==> src/rtl/bcd_to_binary_seq.sv <==
`default_nettype none
// ============================================================================
// bcd_to_binary_seq : 3-digit BCD to binary, reverse double-dabble, 1 bit/clk
// Rev 1.0
// ============================================================================
module bcd_to_binary_seq #(
  parameter int BIN_W = 8
) (
  input  logic             CLOCK_50,
  input  logic             reset_n,
  input  logic             start,
  input  logic [1:0]       hundreds,
  input  logic [3:0]       tens,
  input  logic [3:0]       ones,
  output logic             busy,
  output logic             done,
  output logic [BIN_W-1:0] bin,
  output logic             ovf,
  output logic             err
);

  localparam int CNT_W = 4;
  localparam int BCD_W = 10;

  typedef enum logic [1:0] {
    S_IDLE  = 2'd0,
    S_SHIFT = 2'd1,
    S_DONE  = 2'd2
  } state_t;

  state_t           state_q, state_d;
  logic [CNT_W-1:0] cnt_q,   cnt_d;
  logic [BCD_W-1:0] bcd_q,   bcd_d;
  logic [BIN_W-1:0] acc_q,   acc_d;
  logic [BIN_W-1:0] bin_q,   bin_d;
  logic             busy_q,  busy_d;
  logic             done_q,  done_d;
  logic             ovf_q,   ovf_d;
  logic             err_q,   err_d;

  logic             digits_valid;
  logic [BCD_W-1:0] bcd_shr;
  logic [BIN_W-1:0] acc_shr;
  logic [3:0]       tens_adj;
  logic [3:0]       ones_adj;
  logic [BCD_W-1:0] bcd_next;
  logic             last_iter;

  assign digits_valid = (hundreds != 2'd3) && (tens <= 4'd9) && (ones <= 4'd9);

  // Low bit of the ones nibble falls into the top of the binary field.
  assign bcd_shr   = bcd_q >> 1;
  assign acc_shr   = {bcd_q[0], acc_q[BIN_W-1:1]};
  assign tens_adj  = (bcd_shr[7:4] >= 4'd8) ? (bcd_shr[7:4] - 4'd3) : bcd_shr[7:4];
  assign ones_adj  = (bcd_shr[3:0] >= 4'd8) ? (bcd_shr[3:0] - 4'd3) : bcd_shr[3:0];
  assign bcd_next  = {bcd_shr[9:8], tens_adj, ones_adj};
  assign last_iter = (cnt_q == CNT_W'(BIN_W - 1));

  always_comb begin
    state_d = state_q;
    cnt_d   = cnt_q;
    bcd_d   = bcd_q;
    acc_d   = acc_q;
    bin_d   = bin_q;
    busy_d  = busy_q;
    done_d  = 1'b0;
    ovf_d   = ovf_q;
    err_d   = err_q;

    unique case (state_q)
      S_IDLE: begin
        if (start) begin
          if (!digits_valid) begin
            state_d = S_DONE;
            done_d  = 1'b1;
            err_d   = 1'b1;
            ovf_d   = 1'b0;
            bin_d   = '0;
          end else begin
            state_d = S_SHIFT;
            bcd_d   = {hundreds, tens, ones};
            acc_d   = '0;
            cnt_d   = '0;
            busy_d  = 1'b1;
            err_d   = 1'b0;
            ovf_d   = 1'b0;
          end
        end
      end

      S_SHIFT: begin
        bcd_d = bcd_next;
        acc_d = acc_shr;
        cnt_d = cnt_q + 1'b1;
        if (last_iter) begin
          state_d = S_DONE;
          busy_d  = 1'b0;
          done_d  = 1'b1;
          bin_d   = acc_shr;
          // Any value left in the BCD field did not fit in BIN_W bits.
          ovf_d   = (bcd_next != '0);
        end
      end

      S_DONE: begin
        state_d = S_IDLE;
      end

      default: begin
        state_d = S_IDLE;
        busy_d  = 1'b0;
      end
    endcase
  end

  always_ff @(posedge CLOCK_50) begin
    if (!reset_n) begin
      state_q <= S_IDLE;
      cnt_q   <= '0;
      bcd_q   <= '0;
      acc_q   <= '0;
      bin_q   <= '0;
      busy_q  <= 1'b0;
      done_q  <= 1'b0;
      ovf_q   <= 1'b0;
      err_q   <= 1'b0;
    end else begin
      state_q <= state_d;
      cnt_q   <= cnt_d;
      bcd_q   <= bcd_d;
      acc_q   <= acc_d;
      bin_q   <= bin_d;
      busy_q  <= busy_d;
      done_q  <= done_d;
      ovf_q   <= ovf_d;
      err_q   <= err_d;
    end
  end

  assign busy = busy_q;
  assign done = done_q;
  assign bin  = bin_q;
  assign ovf  = ovf_q;
  assign err  = err_q;

endmodule
`default_nettype wire

==> config.mk <==
export PLATFORM = sky130hd
export DESIGN_NAME = bcd_to_binary_seq
export DESIGN_NICKNAME = d
export VERILOG_FILES = /design/src/rtl/bcd_to_binary_seq.sv
export SDC_FILE = /design/constraint.sdc
export NUM_CORES = 1
export LEC_CHECK = 0
export ABC_AREA = 0
export BUFFER_PORTS_ARGS = -buffer_cell sky130_fd_sc_hd__buf_2
export CORE_UTILIZATION = 45
export CTS_CLUSTER_DIAMETER = 40
export CTS_CLUSTER_SIZE = 14
export DETAILED_ROUTE_END_ITERATION = 6
export PLACE_DENSITY_LB_ADDON = 0.1
export REMOVE_ABC_BUFFERS = 1
export SLEW_MARGIN = 20
export SYNTH_ARGS = -nofsm -noshare
export SYNTH_HDL_FRONTEND = slang
export SYNTH_SLANG_ARGS = --single-unit
export TNS_END_PERCENT = 20
==> constraint.sdc <==
create_clock -name CLOCK_50 -period 2.2 [get_ports CLOCK_50]
set_clock_uncertainty 0.2 [all_clocks]
set_input_delay 0.22 -clock CLOCK_50 [delete_from_list [all_inputs] [get_ports CLOCK_50]]
set_output_delay 0.22 -clock CLOCK_50 [all_outputs]
set_load 0.05 [all_outputs]
* Word-level counts from Yosys, hierarchy flattened
Cells that the tools add are included.
Operators by class: add/subtract/negate cells 3, multipliers 0, div/mod/pow operators 0, $lt $le $gt $ge 4, equal/unequal tests 8, shifts and indexed selects 0, multiplexer cells 30, bitwise operators 1, reductions and logical operators 11
Operators with widths (number):
- $mux 8 | 5
- $pmux 8 s2 | 2
- $mux 10 | 2
- $pmux 10 s2 | 1
- $mux 4 | 4
- $ne 2x2->1 const B | 5
- $reduce_bool 10->1 | 1
- $ge 4x4->1 const B | 2
- $le 4x4->1 const B | 2
- $mux 1 | 8
- $pmux 4 s2 | 1
- $reduce_and 4->1 | 2
- $sub 4x2->4 const B | 2
- $mux 2 | 3
- $reduce_and 3->1 | 2
- $add 4x1->4 const B | 1
- $eq 4x3->1 const B | 1
- $pmux 1 s2 | 2
- $pmux 2 s2 | 1
- $reduce_and 2->1 | 2
- $pmux 1 s3 | 1
- $eq 2x1->1 const B | 1
- $eq 2x2->1 const B | 1
- $logic_and 1x1->1 | 2
- 3 further kinds | 3
Word-level totals: register bits 36, latch bits 0, memory bits (writable) 0, ROM bits 0, output and inout port bits 12, word-level logic and storage cells 66, memories kept 0

* Longest topological paths before layout
Gate-level depths: netlist (run 1).
word-level depth 6, gate-level depth with buffers 6

* Worst setup path after synthesis (run 1)
Ideal clock, no wire load.
kind register to register, from reg bcd_q[5], to reg ovf_q, in the netlist ovf, setup time 127 ps, data arrival time 1463 ps, required time 1873 ps, path slack 410 ps, cell stages (with the launch flop) 7, period minus slack after synthesis 1790 ps, cells stage by stage dfxtp_1 inv_1 ha_1 and4b_1 o211ai_1 o311ai_0 a21oi_1
On the way: cells in the longest elaborated chain, start to end 5
Ends and longest elaborated chain:
- start, declared | line 33 | logic [BCD_W-1:0] bcd_q, bcd_d;
- start signal, assigned | line 120 | bcd_q <= '0;
- start signal, assigned | line 130 | bcd_q <= bcd_d;
- $sub 4x2->4 or $ge 4x4->1 (tied branches) | line 54 | assign tens_adj = (bcd_shr[7:4] >= 4'd8) ? (bcd_shr[7:4] - 4'd3) : bcd_shr[7:4];
- $mux 4 * | line 54
- $reduce_bool 10->1 * | line 101 | ovf_d = (bcd_next != '0);
- $mux 1 * | line 95 | if (last_iter) begin
- $pmux 1 s2 * | line 70 | unique case (state_q)
- end signal, assigned | line 135 | ovf_q <= ovf_d;
- end, declared | line 38 | logic ovf_q, ovf_d;
Mark *: on every way between the ends. The rest lies on a longest branch, timed or not. The select of a mux whose other input is x is not followed. A chain may end at the register's enable or synchronous reset.

* Worst setup path in the final report (run 1)
from in tens[1], to reg cnt_q[3]
On the way: cells in the longest elaborated chain, start to end 5
Ends and longest elaborated chain:
- start, declared | line 13 | input logic [3:0] tens,
- $le 4x4->1 | line 49 | assign digits_valid = (hundreds != 2'd3) && (tens <= 4'd9) && (ones <= 4'd9);
- $logic_and 1x1->1 (2 in series) | line 49
- $ne 2x2->1 (no source line)
- $reduce_and 3->1 (no source line)
- end signal, assigned | line 129 | cnt_q <= cnt_d;
- end, declared | line 32 | logic [CNT_W-1:0] cnt_q, cnt_d;
Every way passes these cells.

==> metrics.txt, run 1 <==
status completed; Final Cell Area 1921 sq um; post-synthesis async set-or-reset flop share 0%; Switch Pwr around 380 uW; period utilisation layout 90.62%; sequential share of the synthesized area a little over two fifths; first-pass GRT wire length 6.175 mm; Post-DRT Antenna Nets 0; Comb power frac 16.8%; Wirelength per Cell 14.37 um; clock buffer depth 2; Vias 1419; Final Instance Count excl. Fillers around 250; H-tree depth 2; Post-synth EDFFs 0; # DRC 0; routability cong. 0.8326; clock root buffer clkbuf_4; HP Class in -> reg; delay-heaviest family, CP compound AO/OA/AOI/OAI gates; dominant cells by area after synthesis dfxtp_1 (43%), a22o_1 (8.0%), nand2_1 (5.3%), ha_1 (3.8%), a21oi_1 (2.7%); worst-margin pin slew 600.1 ps; final setup fails 0; DP Worst Slack 219.7 ps; I/O pin count 25; Clock Power Share 27.9%; TritonCTS Buffers 5; DIE WIDTH 62.40 um; critical path peak fanout 8; gr usage total 20.30%; fmax 501.6 MHz; DIE HEIGHT 62.40 um; hpwl dp 2.576 mm; initial antenna violation count 0; Final Worst Setup Slack 206.3 ps; Rows 21; worst path buffer plus inverter count 2; Cell variety after synth 45; Worst Path Required about 2300 ps; Post-Synth Adder-Cell Area 3.811%; max-cap violations 0; startpoint types input pin; PD cells 650.9 nW/um^2; placed cell areas 1797 sq um; CTS tree yes; crit path cell chain dlygate4sd3_1, buf_2, o21ai_2, a41oi_2, or3_1, a21oi_1; synth warn 0; largest family of logic cells by synthesized area compound AO/OA/AOI/OAI gates; initial drt markers 106; simple-gate share of the synthesized area roughly 17%; largest net degree at the start of global routing 13; Post-synth top cells dfxtp_1 (35), nand2_1 (23), a22o_1 (15), a21oi_1 (9), nor2_1 (9); nets@finish roughly 230; P&R area growth vs syn 17.00%; top cell type's share of synthesized area 42.68%; register bit total from synthesis 35; Final Hold Viols 0; Crit Path Category in -> reg; area occupied by registers approximately 700 sq um; Sequential Power Share between 50% and 60%; DIE AREA ~4000 sq um; fill cell count 323; clock sinks 35; cell count after synthesis 173; clk slew on worst S/H paths 120 ps; switching share of power 30.64%; largest area contributor in the netlist dfxtp_1; mean area per synthesized cell around 9.5 sq um; Worst-Skew Late Latency 340 ps; vias per std cell 5.587; RSZ-0062 raised after global routing no; Slowest cell on crit path dlygate4sd3_1; total wire length 3.650 mm; cell area after synthesis 1642 sq um; crit path capture type register; diode count 0; Synth Area in Compound Gates roughly 30%; Leakage 0.7931 nW; most numerous cell in the Yosys netlist dfxtp_1; minimum clock period between 1500 and 2000 ps; share of layout cells above drive strength 1 between 20% and 30%; Resized Gates After CTS 0; mux share of post-synthesis cell area 0%; vias in the first global route 1277; multi-input logic area 865.8 sq um; initial core utilization 48.06%; setup TNS 0 ps; max-slew violation count 0; top_reg_cell synth dfxtp_1; xor-xnor portion of the synthesized cell area ~2.7%; port buffer count 24; CP arrival 2060 ps; Core ar. 3416 sq um; Worst IR Drop VDD 0.3682 mV; Placed Cells 239; final hold slack 29.47 ps; P_int 867.1 uW; GR Overflow Total 0; relative slew slack 59.85%; CP max stage delay 540 ps; Detailed Routing Iterations Pass 1 4
-- stage by stage --
| step | power (mW) | utilization [%] |
|---|---|---|
| after floorplan | 0.8364 | - |
| after global placement | 0.8995 | 52.60 |
| after detailed placement | 0.9047 | 52.60 |
| after CTS | 1.260 | 56.23 |
| after global routing | 1.314 | 56.23 |
| final | 1.250 | 56.23 |
-- cells by family after synthesis --
family	after synthesis
xor+xnor	5
buf+inv	14
simple gates	56
fa+ha+maj	5
compound gates	58
flops	35
-- cell type report --
cell class	count	area share (%)
multi-input cells	124	45.08
flip-flops and latches	35	36.48
repair buffers	35	11.47
well taps	46	2.997
clock buffers	6	2.150
inverters	6	1.173
clock inverters	2	0.6515
-- power by group through the flow --
stage	registers (mW)	logic [mW]	clock network [mW]
4_1_cts	0.690	0.210	0.359
6_report	0.691	0.210	0.349
2_1_floorplan	0.712	0.124	0
3_5_place_dp	0.705	0.200	0
3_3_place_gp	0.703	0.196	0
5_1_grt	0.696	0.232	0.385
-- final timing paths --
kind | start | to | slack, ps | cells past startpoint
worst min-delay path | ones[3] | bcd_q[3] | 30 | 4
worst max register to register | bcd_q[5] | ovf | 220 | 6
worst min register to register | busy | busy | 270 | 2
worst max-delay path | tens[1] | cnt_q[3] | 210 | 6
-- cells in the final DEF (no fill, tap or decap), types with 2 or more instances in the layout --
master | synthesis | final
dfxtp_1 | 35 | 35
nand3_1 | 7 | 7
a21oi_1 | 9 | 9
o211a_1 | 2 | 2
buf_2 | 3 | 24
o211ai_1 | 4 | 4
or3_1 | 2 | 2
xnor2_1 | 4 | 4
nand2_1 | 23 | 23
o31ai_1 | 2 | 2
inv_1 | 5 | 5
ha_1 | 5 | 5
nor2b_1 | 2 | 2
nor3_1 | 2 | 2
o211ai_2 | 2 | 2
a22o_1 | 15 | 15
nand2b_1 | 4 | 4
buf_4 | 1 | 4
o21ai_2 | 2 | 2
o2111ai_1 | 3 | 3
clkbuf_4 | 0 | 5
o21a_1 | 2 | 2
dlygate4sd3_1 | 0 | 7
o21ai_0 | 6 | 6
nor2_1 | 9 | 9
-- worst reg2reg max path: stages (launching register included) --
cell and delay [ps]:
dfxtp_1 460, inv_1 80, ha_1 310, and4b_1 250
o211ai_1 100, o311ai_0 380, a21oi_1 120
-- sequential cells by signal, summed over array words and instances, names as in the netlist --
signal	count
acc_q	7
bcd_q	10
bin	8
busy	1
cnt_q	4
done	1
err	1
ovf	1
state_q	2
-- routing by layer --
metal | track usage, % | up-vias | wire length (um)
li1 | - | 707 | -
met1 | 29.47 | 685 | 1933
met2 | 29.21 | 25 | 1569
met3 | 5.839 | 2 | 123
met4 | 5.233 | 0 | 24
met5 | 0 | - | 0
-- repair_timing --
action,4_1_cts,5_1_grt
hold buffers,7,0
hold endpoints to repair,7,0
setup buffers,0,0
Note: power is estimated with default switching activity, not from simulation.
==> inputs of run 2 (changes only) <==
--- a/config.mk
+++ b/config.mk
@@ -7,7 +7,9 @@
 export LEC_CHECK = 0
 export ABC_AREA = 0
 export BUFFER_PORTS_ARGS = -buffer_cell sky130_fd_sc_hd__buf_2
-export CORE_UTILIZATION = 45
+export CELL_PAD_IN_SITES_DETAIL_PLACEMENT = 2
+export CELL_PAD_IN_SITES_GLOBAL_PLACEMENT = 2
+export CORE_UTILIZATION = 34
 export CTS_CLUSTER_DIAMETER = 40
 export CTS_CLUSTER_SIZE = 14
 export DETAILED_ROUTE_END_ITERATION = 6
==> run 2 against run 1 <==
Against the previous run: combinational power is essentially flat; non-clock buffer count decreased by 7; core utilization decreased by 14 points; sequential share of layout area rose by 0.071 points; sequential cell count unchanged; via count is 1.2% higher; power rose by 19%; sequential power hardly changed; wire length up 29%; critical path depth unchanged; hold slack got worse by 23 ps; first-iteration DRC count decreased by 49%; highest routed layer unchanged.
==> metrics.txt, run 2 (same netlist as run 1, synthesis figures left out) <==
total wire length 4.706 mm (was 3.650 mm); status completed (unchanged); # DRC 0 (unchanged); R2R cell count 6 (unchanged); Biggest register bcd_q (unchanged); RSZ-0062 raised after global routing no (unchanged); HP Start tens[0] (was ones[3]); CTS tree yes (unchanged); max-cap violations 0 (unchanged); clk slew on worst S/H paths 80 ps (was 120 ps); fill cell count 503 (was 323); critical path peak fanout 7 (was 8); period utilisation layout 89.27% (was 90.62%); setup TNS 0 ps (unchanged); Hold Crit Depth 3 (was 4); first-pass GRT wire length 7.900 mm (was 6.175 mm); initial core utilization 36.44% (was 48.06%); nets@finish 218 (was 225); reg-to-reg slack, setup 240 ps (was 220 ps); Wirelength per Cell 18.60 um (was 14.37 um); Final Instance Count excl. Fillers 253 (was 254); DIE WIDTH 71.49 um (was 62.40 um); final setup fails 0 (unchanged); Post-DRT Antenna Nets 0 (unchanged); routability cong. 0.7444 (was 0.8326); largest net degree at the start of global routing 15 (was 13); clock sinks 35 (unchanged); initial drt markers 54 (was 106); multi-input logic area 865.8 sq um (unchanged); Crit Path Category reg -> reg (was in -> reg); Resized Gates After CTS 0 (unchanged); GR Overflow Total 0 (unchanged); worst r2r dst ovf (unchanged); port buffer count 24 (unchanged); Worst IR Drop VDD 0.2882 mV (was 0.3682 mV); Worst-Skew Late Latency 290 ps (was 340 ps); minimum clock period 1964 ps (was 1994 ps); DIE AREA 5110 sq um (was 3894 sq um); I/O pin count 25 (unchanged); clock buffer depth 2 (unchanged); hpwl dp 3.507 mm (was 2.576 mm); Placed Cells 245 (was 239); initial antenna violation count 0 (unchanged); vias in the first global route 1575 (was 1277); crit path capture type register (unchanged); diode count 0 (unchanged); relative slew slack 63.60% (was 59.85%); most common cell after layout, fill and taps aside dfxtp_1 (unchanged); area occupied by registers 700.7 sq um (unchanged); max-slew violation count 0 (unchanged); Vias 1436 (was 1419); Rows 24 (was 21); Worst Path Required 2170 ps (was 2270 ps); clock root buffer clkbuf_8 (was clkbuf_4); Final Hold Viols 0 (unchanged); WHS Endpoint bcd_q[4] (was bcd_q[3]); Final Worst Setup Slack 236.0 ps (was 206.3 ps); gr usage total 20.11% (was 20.30%); worst r2r src bcd_q[1] (was bcd_q[5]); share of layout cells above drive strength 1 23.38% (was 22.12%); Core ar. 4504 sq um (was 3416 sq um); Detailed Routing Iterations Pass 1 4 (unchanged); TritonCTS Buffers 5 (unchanged); placed cell areas 1804 sq um (was 1797 sq um); startpoint types register (was input pin); number of post-CTS setup repair buffers 0 (unchanged); Final Cell Area 1917 sq um (was 1921 sq um); DP Worst Slack 274.3 ps (was 219.7 ps); HP Class in -> reg (unchanged); vias per std cell 5.676 (was 5.587); DIE HEIGHT 71.49 um (was 62.40 um); fmax 509.2 MHz (was 501.6 MHz); # hold bufs at CTS 0 (was 7); Leakage 0.7937 nW (was 0.7931 nW); H-tree depth 2 (unchanged); worst-margin pin slew 544.0 ps (was 600.1 ps); most frequent cells in the layout dfxtp_1 (35), buf_2 (24), nand2_1 (23), a22o_1 (15) (unchanged); PD cells 776.8 nW/um^2 (was 650.9 nW/um^2); CP arrival 1940 ps (was 2060 ps); P&R area growth vs syn 16.77% (was 17.00%); number of flip-flops in the largest register 10 (unchanged)
[run 2: cell types whose count changed in the layout (fill, tap and decap cells not counted), sizes merged]
cell,previous run,this run
clkinv,1,2
bufinv,0,1
clkbuf,6,5
dlygate4sd3,7,0
clkinvlp,1,0
[run 2: cell type report]
class / count / share of cell area [%]
clock buffers: 5 / 3.590
multi-input cells: 124 / 45.17
inverters: 6 / 1.175
clock inverters: 3 / 2.285
flip-flops and latches: 35 / 36.55
repair buffers: 28 / 7.833
well taps: 52 / 3.394
[run 2: critical path: stages, from the launching register on]
cell and delay, ps:
dfxtp_1 480, inv_1 120, ha_1 330, o21ai_0 160, o211ai_1 110, o311ai_0 330, a21oi_1 110
[run 2: stage by stage]
stage / utilization (%) / power, mW / hold WS, ps
global route: 42.56 / 1.555 / 8.124
detailed placement: 40.06 / 0.9194 / 260.1
finish: 42.56 / 1.489 / 6.815
floorplan: - / 0.8364 / 153.4
CTS: 42.56 / 1.510 / 6.126
global placement: 40.06 / 0.9057 / 245.8
[run 2: worst max path at each step]
stage | to | cells after the start | slack (ps) | from
after detailed placement | ovf | 6 | 270 | bcd_q[5]
after CTS | ovf | 6 | 220 | bcd_q[1]
after floorplan | cnt_q[3] | 4 | 140 | state_q[0]
after global placement | ovf | 6 | 330 | bcd_q[1]
after global routing | ovf | 6 | 10 | bcd_q[1]
final | ovf | 6 | 240 | bcd_q[1]
[run 2: routing by layer]
layer | GRT usage [%] | wire (um) | vias to the layer above
met3 | 3.938 | 154 | 7
met5 | 0 | 0 | -
met2 | 36.08 | 2386 | 28
met1 | 24.54 | 2106 | 716
li1 | - | - | 685
met4 | 5.664 | 59 | 0
[run 2: power breakdown]
part	internal [mW]	switching [mW]
clock network	0.337	0.248
logic	0.0781	0.132
registers	0.658	0.0358
total	1.07	0.416
==> inputs of run 3 (changes only) <==
--- a/config.mk
+++ b/config.mk
@@ -5,11 +5,11 @@
 export SDC_FILE = /design/constraint.sdc
 export NUM_CORES = 1
 export LEC_CHECK = 0
-export ABC_AREA = 0
+export ABC_AREA = 1
 export BUFFER_PORTS_ARGS = -buffer_cell sky130_fd_sc_hd__buf_2
 export CELL_PAD_IN_SITES_DETAIL_PLACEMENT = 2
 export CELL_PAD_IN_SITES_GLOBAL_PLACEMENT = 2
-export CORE_UTILIZATION = 34
+export CORE_UTILIZATION = 30
 export CTS_CLUSTER_DIAMETER = 40
 export CTS_CLUSTER_SIZE = 14
 export DETAILED_ROUTE_END_ITERATION = 6
==> run 3 against run 2 <==
Against the previous run: maximum frequency grew 4.2%; sequential share of layout area is 1.3 points lower; hold slack improved by 12 ps; largest power group unchanged; die area is 18% higher; critical path type unchanged; final cell count increased by 39%; clock power fell by 21%; register-to-register slack better by 80 ps.
==> metrics.txt, run 3 <==
period utilisation layout 85.67% (was 89.27%); clock root buffer clkbuf_8 (unchanged); Vias 1639 (was 1436); placed cell areas 1904 sq um (was 1804 sq um); R2R cell count 8 (was 6); crit path from cnt_q[0] (was bcd_q[1]); Leakage 0.9019 nW (was 0.7937 nW); mean area per synthesized cell 6.765 sq um (was 9.489 sq um); crit path capture type register (unchanged); port buffer count 24 (unchanged); # DRC 0 (unchanged); cell area after synthesis 1712 sq um (was 1642 sq um); TritonCTS Buffers 5 (unchanged); DIE HEIGHT 77.54 um (was 71.49 um); most numerous cell in the Yosys netlist nand2_1 (was dfxtp_1); register bit total from synthesis 35 (unchanged); HP Start start (was tens[0]); clock buffer depth 2 (unchanged); Hold Crit Depth 3 (unchanged); Placed Cells 344 (was 245); gr usage total 17.28% (was 20.11%); Tot Pwr 1.511 mW (was 1.489 mW); Detailed Routing Iterations Pass 1 4 (unchanged); Biggest register bcd_q (unchanged); initial antenna violation count 0 (unchanged); P&R area growth vs syn 16.23% (was 16.77%); status completed (unchanged); H-tree depth 2 (unchanged); most common cell after layout, fill and taps aside nand2_1 (was dfxtp_1); number of flip-flops in the largest register 10 (unchanged); setup TNS 0 ps (unchanged); cell count after synthesis 253 (was 173); Worst Path Required 2190 ps (was 2170 ps); Critical Path Stages 8 (was 6); Worst IR Drop VDD 0.2571 mV (was 0.2882 mV); delay-heaviest family, CP simple AND/OR/NAND/NOR gates (was compound AO/OA/AOI/OAI gates); HP Class in -> reg (unchanged); synth warn 0 (unchanged); worst r2r src cnt_q[0] (was bcd_q[1]); max-cap violations 0 (unchanged); max-slew violation count 0 (unchanged); Core ar. 5507 sq um (was 4504 sq um); top_reg_cell synth dfxtp_1 (unchanged); I/O pin count 25 (unchanged); largest family of logic cells by synthesized area simple AND/OR/NAND/NOR gates (was compound AO/OA/AOI/OAI gates); diode count 0 (unchanged); Post-DRT Antenna Nets 0 (unchanged); multi-input logic area 884.6 sq um (was 865.8 sq um); DP Worst Slack 303.4 ps (was 274.3 ps); minimum clock period 1885 ps (was 1964 ps); RSZ-0062 raised after global routing no (unchanged); clock sinks 35 (unchanged); DIE AREA 6012 sq um (was 5110 sq um); worst path buffer plus inverter count 0 (was 1); Resized Gates After CTS 0 (unchanged); Rows 27 (was 24); Post-synth top cells nand2_1 (93), dfxtp_1 (35), a21oi_1 (24), nor2_1 (24), nand3_1 (20) (was dfxtp_1 (35), nand2_1 (23), a22o_1 (15), a21oi_1 (9), nor2_1 (9)); routability cong. 0.7131 (was 0.7444); CTS tree yes (unchanged); fill cell count 676 (was 503); PD cells 759.7 nW/um^2 (was 776.8 nW/um^2); mux share of post-synthesis cell area 0% (unchanged); Worst-Skew Late Latency 290 ps (about the same); top cell type's share of synthesized area 40.94% (was 42.68%); startpoint types register (unchanged); Post-synth EDFFs 0 (unchanged); crit path cell chain ha_1, nand3_1, nor2_2, a21oi_4, nor2_4, nand2_1, nand2_1, nor2_1 (was inv_1, ha_1, o21ai_0, o211ai_1, o311ai_0, a21oi_1); clk slew on worst S/H paths 80 ps (about the same); vias per std cell 4.656 (was 5.676); CP arrival 1870 ps (was 1940 ps); Final Hold Viols 0 (unchanged); DIE WIDTH 77.54 um (was 71.49 um); Final Instance Count excl. Fillers 352 (was 253); total wire length 4.737 mm (was 4.706 mm); Crit Path Category reg -> reg (unchanged); initial drt markers 41 (was 54); worst-margin pin slew 684.1 ps (was 544.0 ps); Post-Synth Adder-Cell Area 3.655% (was 3.811%); first-pass GRT wire length 8.100 mm (was 7.900 mm); sequential share of the synthesized area 40.94% (was 42.68%); most frequent cells in the layout nand2_1 (93), dfxtp_1 (35), nor2_1 (24), a21oi_1 (24), buf_2 (24) (was dfxtp_1 (35), buf_2 (24), nand2_1 (23), a22o_1 (15)); share of layout cells above drive strength 1 15.36% (was 23.38%); relative slew slack 54.34% (was 63.60%); Final Cell Area 1989 sq um (was 1917 sq um); area occupied by registers 700.7 sq um (unchanged); largest area contributor in the netlist dfxtp_1 (unchanged); final setup fails 0 (unchanged); simple-gate share of the synthesized area 34.87% (was 16.62%); post-synthesis async set-or-reset flop share 0% (unchanged); GR Overflow Total 0 (unchanged); largest net degree at the start of global routing 22 (was 15); xor-xnor portion of the synthesized cell area 0.5117% (was 2.668%); Wirelength per Cell 13.46 um (was 18.60 um); # hold bufs at CTS 0 (unchanged); utilization after layout 36.13% (was 42.56%); initial core utilization 31.08% (was 36.44%); reg-to-reg slack, setup 320 ps (was 240 ps); vias in the first global route 1685 (was 1575); CP max stage delay 420 ps (was 480 ps); final hold slack 18.58 ps (was 6.815 ps); Slowest cell on crit path dfxtp_1 (unchanged); nets@finish 297 (was 218); fmax 530.6 MHz (was 509.2 MHz); hpwl dp 3.432 mm (was 3.507 mm); Synth Area in Compound Gates 12.65% (was 29.65%); Cell variety after synth 23 (was 45); Final Worst Setup Slack 315.3 ps (was 236.0 ps); crit-path most repeated cell nand2_1; dominant cells by area after synthesis dfxtp_1 (41%), nand2_1 (20%), a21oi_1 (7.0%), nand3_1 (5.8%), nor2_1 (5.3%) (was dfxtp_1 (43%), a22o_1 (8.0%), nand2_1 (5.3%), ha_1 (3.8%), a21oi_1 (2.7%)); number of post-CTS setup repair buffers 0 (unchanged); critical path peak fanout 16 (was 7)
[run 3: changes by cell type after synthesis, moves of 3 or more]
cell / before / now
xnor2_1: 4 / 0
a22o_1: 15 / 0
nand3_1: 7 / 20
inv_1: 5 / 18
nand2b_1: 4 / 0
nor2_1: 9 / 24
o2111ai_1: 3 / 0
nand2_1: 23 / 93
a21oi_1: 9 / 24
[run 3: cell families after synthesis]
| group | count (synthesis) |
|---|---|
| AOI/OAI and AO/OA | 38 |
| xor gates and xnor gates | 1 |
| and+or+nand+nor | 145 |
| buffers and inverters | 29 |
| DFF | 35 |
| adders and majority gates | 5 |
[run 3: final cells by class]
type | count | area share, %
Tap cell | 72 | 4.528
Inverter | 19 | 3.585
Clock inverter | 2 | 0.6289
Timing Repair Buffer | 29 | 7.925
Multi-Input combinational cell | 189 | 44.47
Clock buffer | 6 | 3.648
Sequential cell | 35 | 35.22
[run 3: worst paths after layout]
kind	end
worst max-delay path	bin[7]
worst min-delay path	err
worst max register to register	bin[7]
worst min register to register	acc_q[6]
[run 3: report_power, final]
group	total, mW	internal (mW)	switching, mW
registers	0.702	0.672	0.0299
clock network	0.465	0.221	0.244
logic	0.344	0.102	0.242
[run 3: per-layer routing]
| metal | vias up | share of wire (%) | track usage, % |
|---|---|---|---|
| met4 | 0 | 0.51 | 3.962 |
| met3 | 2 | 2.0 | 3.529 |
| li1 | 852 | - | - |
| met2 | 14 | 46 | 28.14 |
| met5 | - | 0 | 0 |
| met1 | 771 | 52 | 23.33 |
[run 3: worst reg2reg max path, stage by stage (launching register included)]
cell	delay, ps
dfxtp_1	420
ha_1	220
nand3_1	130
nor2_2	180
a21oi_4	70
nor2_4	350
nand2_1	110
nand2_1	80
nor2_1	40
